==> src/rtl/ft_recovery_ctrl_if.sv <==
// Comparator/core-side bundle of the fault-tolerance recovery controller.
// The master modport is the comparator and cores. The slave modport is the controller.
interface ft_recovery_ctrl_if #(
   parameter int ADDR_WIDTH = 5,
   parameter int DATA_WIDTH = 32
);
   logic                  valid_instr_i;
   logic                  error_i;
   logic                  we_i;
   logic [ADDR_WIDTH-1:0] addr_i;
   logic [DATA_WIDTH-1:0] data_i;
   logic [DATA_WIDTH-1:0] pc_i;
   logic                  halted_i;

   logic                  halt_o;
   logic                  recovering_o;
   logic                  rf_restore_we_o;
   logic [ADDR_WIDTH-1:0] rf_restore_addr_o;
   logic [DATA_WIDTH-1:0] rf_restore_data_o;
   logic                  pc_restore_valid_o;
   logic [DATA_WIDTH-1:0] pc_restore_o;
   logic [7:0]            error_count_o;

   modport master (
      output valid_instr_i, error_i, we_i, addr_i, data_i, pc_i, halted_i,
      input  halt_o, recovering_o, rf_restore_we_o, rf_restore_addr_o,
             rf_restore_data_o, pc_restore_valid_o, pc_restore_o, error_count_o
   );

   modport slave (
      input  valid_instr_i, error_i, we_i, addr_i, data_i, pc_i, halted_i,
      output halt_o, recovering_o, rf_restore_we_o, rf_restore_addr_o,
             rf_restore_data_o, pc_restore_valid_o, pc_restore_o, error_count_o
   );
endinterface

==> src/rtl/ft_recovery_ctrl.sv <==
// Lockstep recovery controller. It checkpoints agreed commits into a shadow register file and PC.
// On a mismatch it halts the cores, streams the shadow file back, then reloads the PC.
module ft_recovery_ctrl #(
   parameter int          ADDR_WIDTH = 5,
   parameter int          DATA_WIDTH = 32,
   parameter logic [31:0] BOOT_ADDR  = 32'h0000_0080
) (
   input  logic               clk_i,
   input  logic               rst_ni,
   ft_recovery_ctrl_if.slave  bus
);
   localparam int NUM_REGS = 2 ** ADDR_WIDTH;

   typedef enum logic [1:0] {
      ST_IDLE,
      ST_HALT,
      ST_RESTORE,
      ST_PC
   } state_t;

   state_t                r_state;
   state_t                w_state_nxt;
   logic [ADDR_WIDTH-1:0] r_cnt;
   logic [DATA_WIDTH-1:0] r_shadow [NUM_REGS];
   logic [DATA_WIDTH-1:0] r_ckpt_pc;
   logic [7:0]            r_err_cnt;
   logic                  w_commit_ok;
   logic                  w_commit_err;

   // Commits are only meaningful while the cores run normally.
   assign w_commit_ok  = (r_state == ST_IDLE) && bus.valid_instr_i && !bus.error_i;
   assign w_commit_err = (r_state == ST_IDLE) && bus.valid_instr_i &&  bus.error_i;

   always_ff @(posedge clk_i or negedge rst_ni) begin
      if (!rst_ni) begin
         r_state <= ST_IDLE;
      end else begin
         r_state <= w_state_nxt;
      end
   end

   always_comb begin
      w_state_nxt            = r_state;
      bus.halt_o             = 1'b0;
      bus.recovering_o       = 1'b0;
      bus.rf_restore_we_o    = 1'b0;
      bus.rf_restore_addr_o  = '0;
      bus.rf_restore_data_o  = '0;
      bus.pc_restore_valid_o = 1'b0;
      bus.pc_restore_o       = '0;
      case (r_state)
         ST_IDLE: begin
            if (w_commit_err) w_state_nxt = ST_HALT;
         end
         ST_HALT: begin
            bus.halt_o       = 1'b1;
            bus.recovering_o = 1'b1;
            if (bus.halted_i) w_state_nxt = ST_RESTORE;
         end
         ST_RESTORE: begin
            bus.halt_o            = 1'b1;
            bus.recovering_o      = 1'b1;
            bus.rf_restore_we_o   = 1'b1;
            bus.rf_restore_addr_o = r_cnt;
            bus.rf_restore_data_o = r_shadow[r_cnt];
            if (r_cnt == ADDR_WIDTH'(NUM_REGS - 1)) w_state_nxt = ST_PC;
         end
         ST_PC: begin
            bus.halt_o             = 1'b1;
            bus.recovering_o       = 1'b1;
            bus.pc_restore_valid_o = 1'b1;
            bus.pc_restore_o       = r_ckpt_pc;
            w_state_nxt            = ST_IDLE;
         end
         default: w_state_nxt = ST_IDLE;
      endcase
   end

   // The counter rests at zero so every restore sweep starts at address 0.
   always_ff @(posedge clk_i or negedge rst_ni) begin
      if (!rst_ni) begin
         r_cnt <= '0;
      end else if (r_state == ST_RESTORE) begin
         r_cnt <= r_cnt + ADDR_WIDTH'(1);
      end else begin
         r_cnt <= '0;
      end
   end

   always_ff @(posedge clk_i or negedge rst_ni) begin
      if (!rst_ni) begin
         for (int i = 0; i < NUM_REGS; i++) r_shadow[i] <= '0;
      end else if (w_commit_ok && bus.we_i) begin
         r_shadow[bus.addr_i] <= bus.data_i;
      end
   end

   always_ff @(posedge clk_i or negedge rst_ni) begin
      if (!rst_ni) begin
         r_ckpt_pc <= DATA_WIDTH'(BOOT_ADDR);
      end else if (w_commit_ok) begin
         r_ckpt_pc <= bus.pc_i;
      end
   end

   always_ff @(posedge clk_i or negedge rst_ni) begin
      if (!rst_ni) begin
         r_err_cnt <= '0;
      end else if (w_commit_err && (r_err_cnt != 8'hFF)) begin
         r_err_cnt <= r_err_cnt + 8'd1;
      end
   end

   assign bus.error_count_o = r_err_cnt;

endmodule

==> src/flat_wrapper.sv <==
// flat-port wrapper written by rule: the top's interface ports become plain ports
module ft_recovery_ctrl_flat 
#(
   parameter int          ADDR_WIDTH = 5,
   parameter int          DATA_WIDTH = 32,
   parameter logic [31:0] BOOT_ADDR  = 32'h0000_0080
)
  (clk_i, rst_ni, bus_valid_instr_i, bus_error_i, bus_we_i, bus_addr_i, bus_data_i, bus_pc_i, bus_halted_i, bus_halt_o, bus_recovering_o, bus_rf_restore_we_o, bus_rf_restore_addr_o, bus_rf_restore_data_o, bus_pc_restore_valid_o, bus_pc_restore_o, bus_error_count_o);
  ft_recovery_ctrl_if #(.ADDR_WIDTH(ADDR_WIDTH), .DATA_WIDTH(DATA_WIDTH)) bus_i ();
  input  logic clk_i;
  input  logic rst_ni;
  input wire logic [$bits(bus_i.valid_instr_i)-1:0] bus_valid_instr_i;
  input wire logic [$bits(bus_i.error_i)-1:0] bus_error_i;
  input wire logic [$bits(bus_i.we_i)-1:0] bus_we_i;
  input wire logic [$bits(bus_i.addr_i)-1:0] bus_addr_i;
  input wire logic [$bits(bus_i.data_i)-1:0] bus_data_i;
  input wire logic [$bits(bus_i.pc_i)-1:0] bus_pc_i;
  input wire logic [$bits(bus_i.halted_i)-1:0] bus_halted_i;
  output wire logic [$bits(bus_i.halt_o)-1:0] bus_halt_o;
  output wire logic [$bits(bus_i.recovering_o)-1:0] bus_recovering_o;
  output wire logic [$bits(bus_i.rf_restore_we_o)-1:0] bus_rf_restore_we_o;
  output wire logic [$bits(bus_i.rf_restore_addr_o)-1:0] bus_rf_restore_addr_o;
  output wire logic [$bits(bus_i.rf_restore_data_o)-1:0] bus_rf_restore_data_o;
  output wire logic [$bits(bus_i.pc_restore_valid_o)-1:0] bus_pc_restore_valid_o;
  output wire logic [$bits(bus_i.pc_restore_o)-1:0] bus_pc_restore_o;
  output wire logic [$bits(bus_i.error_count_o)-1:0] bus_error_count_o;
  assign bus_i.valid_instr_i = bus_valid_instr_i;
  assign bus_i.error_i = bus_error_i;
  assign bus_i.we_i = bus_we_i;
  assign bus_i.addr_i = bus_addr_i;
  assign bus_i.data_i = bus_data_i;
  assign bus_i.pc_i = bus_pc_i;
  assign bus_i.halted_i = bus_halted_i;
  assign bus_halt_o = bus_i.halt_o;
  assign bus_recovering_o = bus_i.recovering_o;
  assign bus_rf_restore_we_o = bus_i.rf_restore_we_o;
  assign bus_rf_restore_addr_o = bus_i.rf_restore_addr_o;
  assign bus_rf_restore_data_o = bus_i.rf_restore_data_o;
  assign bus_pc_restore_valid_o = bus_i.pc_restore_valid_o;
  assign bus_pc_restore_o = bus_i.pc_restore_o;
  assign bus_error_count_o = bus_i.error_count_o;
  ft_recovery_ctrl #(.ADDR_WIDTH(ADDR_WIDTH), .DATA_WIDTH(DATA_WIDTH), .BOOT_ADDR(BOOT_ADDR)) u_core (.clk_i(clk_i), .rst_ni(rst_ni), .bus(bus_i));
endmodule
==> config.mk <==
export PLATFORM = sky130hd
export DESIGN_NAME = ft_recovery_ctrl_flat
export DESIGN_NICKNAME = d
export VERILOG_FILES = /design/src/rtl/ft_recovery_ctrl_if.sv /design/src/rtl/ft_recovery_ctrl.sv /design/src/flat_wrapper.sv
export SDC_FILE = /design/constraint.sdc
export NUM_CORES = 1
export LEC_CHECK = 0
export CAP_MARGIN = 20
export CORE_ASPECT_RATIO = 0.9
export CORE_MARGIN = 4
export CORE_UTILIZATION = 56
export DETAILED_ROUTE_END_ITERATION = 6
export PLACE_DENSITY = 0.71
export SLEW_MARGIN = 20
export SYNTH_ARGS = -nofsm -noshare
export SYNTH_HDL_FRONTEND = slang
export SYNTH_SLANG_ARGS = --single-unit
==> constraint.sdc <==
create_clock -name clk_i -period 2.9 [get_ports clk_i]
set_clock_uncertainty 0.05 [all_clocks]
set_input_delay 0.87 -clock clk_i [delete_from_list [all_inputs] [get_ports clk_i]]
set_output_delay 0.87 -clock clk_i [all_outputs]
set_load 0.01 [all_outputs]
# Yosys cells after proc, flatten, opt, wreduce, memory -nomap -nowiden
# Index checks and enable logic that the tools add are counted.
# W data, S select, Z words.
[classes]
addsub = 2
n_lt_le_gt_ge = 3
n_eq_ne = 8
muxes = 17
bitwise_logic = 2
n_reduce_logical = 10
[op_table]
columns = ["operator", "n"]
rows = [
  ["$bwmux W1024", 1],
  ["$bmux W32 S5", 1],
  ["$demux W32 S5", 1],
  ["$mux W32", 5],
  ["$ge A6 B6 Y1 const B", 2],
  ["$not A5 Y6", 2],
  ["$mux W5", 2],
  ["$add A8 B1 Y8 const B", 1],
  ["$ne A8 B8 Y1 const B", 1],
  ["$pmux W2 S4", 1],
  ["$logic_and A1 B1 Y1", 6],
  ["$lt A6 B1 Y1 const B", 1],
  ["$mux W2", 3],
  ["$add A5 B1 Y5 const B", 1],
  ["$eq A5 B5 Y1 const B", 1],
  ["$eq A2 B2 Y1 const B", 2],
  ["$ne A2 B1 Y1 const B", 2],
  ["$mux W1", 3],
  ["$reduce_and A3 Y1", 1],
  ["$reduce_or A3 Y1", 1],
  ["$eq A2 B1 Y1 const B", 1],
  ["$logic_not A2 Y1", 1],
  ["$ne A2 B2 Y1 const B", 1],
  ["$logic_not A1 Y1", 1],
]
[word_totals]
regBits = 1071
inputBits = 75
out_inout_bits = 81
elab_cells = 78

# Longest topological paths before layout
[depth]
ltp_word = 6
depth_mapped = 9
mapped_depth_nobuf = 6

# Worst setup path after synthesis
# No wires, ideal clock.
[synth_path]
kind = "reg2out"
start = "register u_core.r_cnt[0]"
end = "output port bus_rf_restore_data_o[0]"
arrival_ns = 1.901
t_required_ns = 1.980
slack_ns = 0.079
stages_incl_launch_ff = 8
path_buffers = 3
cell_sequence = "dfrtp_1 -> buf_2 -> buf_4 -> buf_2 -> mux4_2 -> mux2_2 -> o21ai_0 -> nor4_1"
[synth_between]
elab_chain_cells = 5
[synth_lines]
columns = ["element", "line", "text"]
rows = [
  ["start: declaration", "ft_recovery_ctrl.sv:23", "logic [ADDR_WIDTH-1:0] r_cnt;"],
  ["start signal: assignment", "ft_recovery_ctrl.sv:84", "r_cnt <= r_cnt + ADDR_WIDTH'(1);"],
  ["$not A5 Y6 (implied by the code)", "ft_recovery_ctrl.sv:65", "bus.rf_restore_data_o = r_shadow[r_cnt];"],
  ["$bmux W32 S5", "ft_recovery_ctrl.sv:65", ""],
  ["$mux W32 (implied by the code) (2 in a row)", "ft_recovery_ctrl.sv:65", ""],
  ["$mux W32", "ft_recovery_ctrl.sv:51", "case (r_state)"],
  ["end: declaration", "flat_wrapper.sv:23", "output wire logic [$bits(bus_i.rf_restore_data_o)-1:0] bus_rf_restore_data_o;"],
]
# Every way passes these cells. The select of a mux whose other input is x is not followed.

# Worst setup path in the final report
[layout_path]
start = "register u_core.r_cnt[0]"
end = "output port bus_rf_restore_data_o[21]"
# Same word-level chain as after synthesis.

==> run summary <==
Critical Path Start Type: flip-flop
drt wl/cell: 31.9 um
Final setup viols: 873
DRC Markers: 0
HP Class: input pin to asynchronous set/reset pin
setup TNS: -237.99 ns
Seq pwr share: 40.8%
Tot GR Track Use: 30.6%
worst skew pair latency: 0.69 ns
Yosys top cell area share: 54.8%
Worst Setup End Kind: output port
I/O pin count: 156
Leak Pwr: 29.6 nW
Crit path required time: 1.98 ns
Placed Area: 0.0541 mm^2
H-tree Lvls: 3
drt pass-1 iters: 7
final worst setup slack: -0.984 ns
DP Cell Count: 4496
Sw Ratio: 28.0%
Hold Fails Final Rpt: 0
RSZ-0062 raised after global routing: true
combinational fraction of design power: 26.9%
first-pass GRT wire length: 213000 um
vias in the first global route: 33400
die area: 0.0921 mm^2
gr ovfl total: 0
Clock transition at path regs: 0.06 ns
fin cells: 4852
die height: 288 um
CTS tree: built
synthesis-stage register bit count: 1071
die width: 319 um
commonest non-fill, non-tap cell in the layout: dfrtp_1
Total Wirelength: 155000 um
antenna cells: 0
failing checks: setup timing
fmax: 0.257 GHz
Max Slew Vio Count: 0
Area Overhead vs Synth: 29.0%
CTS Root Cell: clkbuf_16
most frequent cells in the layout: dfrtp_1, mux2_2, mux2_4, buf_4, mux4_2
pin count of the biggest net entering global routing: 106
Power Density: 662 mW/mm^2
post-synthesis cell count: 3220
max_slew headroom: 48.5%
VDD IR max: 0.574 mV
Final Critical Period: 3.88 ns
Final #Nets: 3715
CP Max Fanout: 7
Worst path slowest cell: dfrtp_4
Via density: 6.49
CTS Hold Bufs: 0
# rows: 102
Internal: 30.1 mW
post-route cell area: 0.0631 mm^2
CP arrival: 2.96 ns
Syn Nets: 3303
filler instances: 5166
via count: 31500
Mapped Area: 0.0489 mm^2
Synthesis Warnings: 0
CP Class: flip-flop to output port
port bufs: 155
Crit path largest cell delay: 0.53 ns
Avg Inst Size Synth: 15.2 um^2
max cap viols: 0
sw power: 11.7 mW
outcome: finished, violations left
Worst-Margin Slew: 0.771 ns
Multi-input gate area: 0.0235 mm^2
Clock Power Share: 32.4%
path depth of the worst reg2reg path: 17
R2R setup slack: -0.61 ns
CTS Buf Count: 106
critical path, cell by cell: buf_12 -> buf_16 -> buf_16 -> buf_4 -> mux4_2 -> mux2_2 -> o21ai_4 -> nor4_4 -> buf_2
hpwl dp: 83500 um
clk sinks: 1071
most used cell, CP: buf_16
ranking of synthesized cells by area: dfrtp_1, mux2_2, mux4_2
cell taking the most area after synthesis: dfrtp_1
Yosys cell types: 45
post-synthesis sequential area ratio: 54.8%
Starting Density: 56.7%
post-route clock period utilization: 134%
maximum buffer depth of the clock tree: 3
share of layout cells above drive strength 1: 60.4%
antenna viol nets, final: 0
register area: 0.0268 mm^2
DRT iter0 DRCs: 2645
worst hold margin: 0.0523 ns
initial antenna violation count: 2
core area: 0.0863 mm^2
RD Place Congestion: 0.829
==> worst max-delay path: cells and delay by family, from the launching register on <==
| family | cells | cell delay (ns) |
|---|---|---|
| muxes | 2 | 0.73 |
| AOI/OAI and AO/OA | 1 | 0.16 |
| buffers and inverters | 5 | 0.76 |
| DFF | 1 | 0.53 |
| and+or+nand+nor | 1 | 0.07 |
==> flip-flops by register name (all words and copies together), names as in the netlist <==
| signal | count |
|---|---|
| u_core.r_state | 2 |
| u_core.bus.error_count_o | 8 |
| u_core.r_shadow | 1024 |
| u_core.r_ckpt_pc | 32 |
| u_core.r_cnt | 5 |
==> metal layers <==
metal	wire (um)	GRT usage, %	vias to the layer above
met5	13	0	-
met2	74600	51.4	1331
met1	60400	40.6	17000
met4	8160	11.8	2
met3	11900	4.91	416
li1	-	-	12700
==> worst paths after layout <==
path | startpoint | to
max in group asynchronous | rst_ni | u_core.r_shadow[346]
min in group clk_i | u_core.bus.error_count_o[6] | u_core.bus.error_count_o[6]
hold reg to reg | u_core.bus.error_count_o[6] | u_core.bus.error_count_o[6]
setup reg to reg | u_core.r_state[1] | u_core.r_shadow[959]
setup / recovery | u_core.r_cnt[0] | bus_rf_restore_data_o[21]
hold / removal | rst_ni | u_core.r_ckpt_pc[17]
==> stage by stage <==
step	power (mW)	setup WS (ns)	utilization, %
detailed placement	25.2	-0.986	62.7
CTS	41.1	-1.06	69.5
floorplan	21.9	0.0791	-
global route	43.3	-1.04	73.1
finish	41.8	-0.984	73.1
global placement	24.9	-0.909	62.7
==> timing repair <==
action	CTS	global route
endpoints found under the setup margin	73	397
setup buffers	81	68
gates cloned	19	35
resized for setup	658	522
pin swaps	70	94
==> cell type report <==
type,count,area share [%]
repair buffers,613,12.6
clock inverters,23,0.333
flip-flops and latches,1071,42.5
multi-input cells,1833,37.3
inverters,7,0.0535
clock buffers,161,5.03
well taps,1144,2.27
==> synthesized netlist by cell type, drive strengths merged <==
cell,instances
nand3,10
o32a,1
and4,2
dfrtp,1070
dfstp,1
nor4,33
buf,144
nand4,4
nor2,16
a311oi,1
nor3,5
a41oi,1
inv,7
mux2,1090
clkbuf,165
nand2b,4
xor2,3
nor2b,69
and3,2
xnor2,6
mux4,192
or4,1
or2,1
a211oi,64
nand4b,1
or3,1
o21ai,32
nand3b,1
a21oi,33
a22oi,64
nand2,16
a22o,1
and4b,1
mux2i,128
and2,42
ha,8
==> logic make-up (layout without fill, tap and decap cells) <==
| group | Yosys count | in the layout | share of synthesized area (%) |
|---|---|---|---|
| flops | 1071 | 1071 | 54.8 |
| fa+ha+maj | 8 | 8 | 0.205 |
| simple gates | 209 | 209 | 2.59 |
| compound gates | 197 | 197 | 2.70 |
| buf+inv | 316 | 804 | 2.96 |
| mux | 1410 | 1410 | 36.6 |
| xor+xnor | 9 | 9 | 0.161 |
==> power groups by stage <==
| stage | sequential (mW) | clock [mW] | combinational [mW] |
|---|---|---|---|
| 2_1_floorplan | 17.0 | 0 | 4.94 |
| 3_3_place_gp | 17.1 | 0 | 7.80 |
| 3_5_place_dp | 17.2 | 0 | 8.00 |
| 4_1_cts | 17.0 | 13.7 | 10.4 |
| 5_1_grt | 17.1 | 14.3 | 11.8 |
| 6_report | 17.0 | 13.5 | 11.2 |
Note: power is estimated with default switching activity, not from simulation.
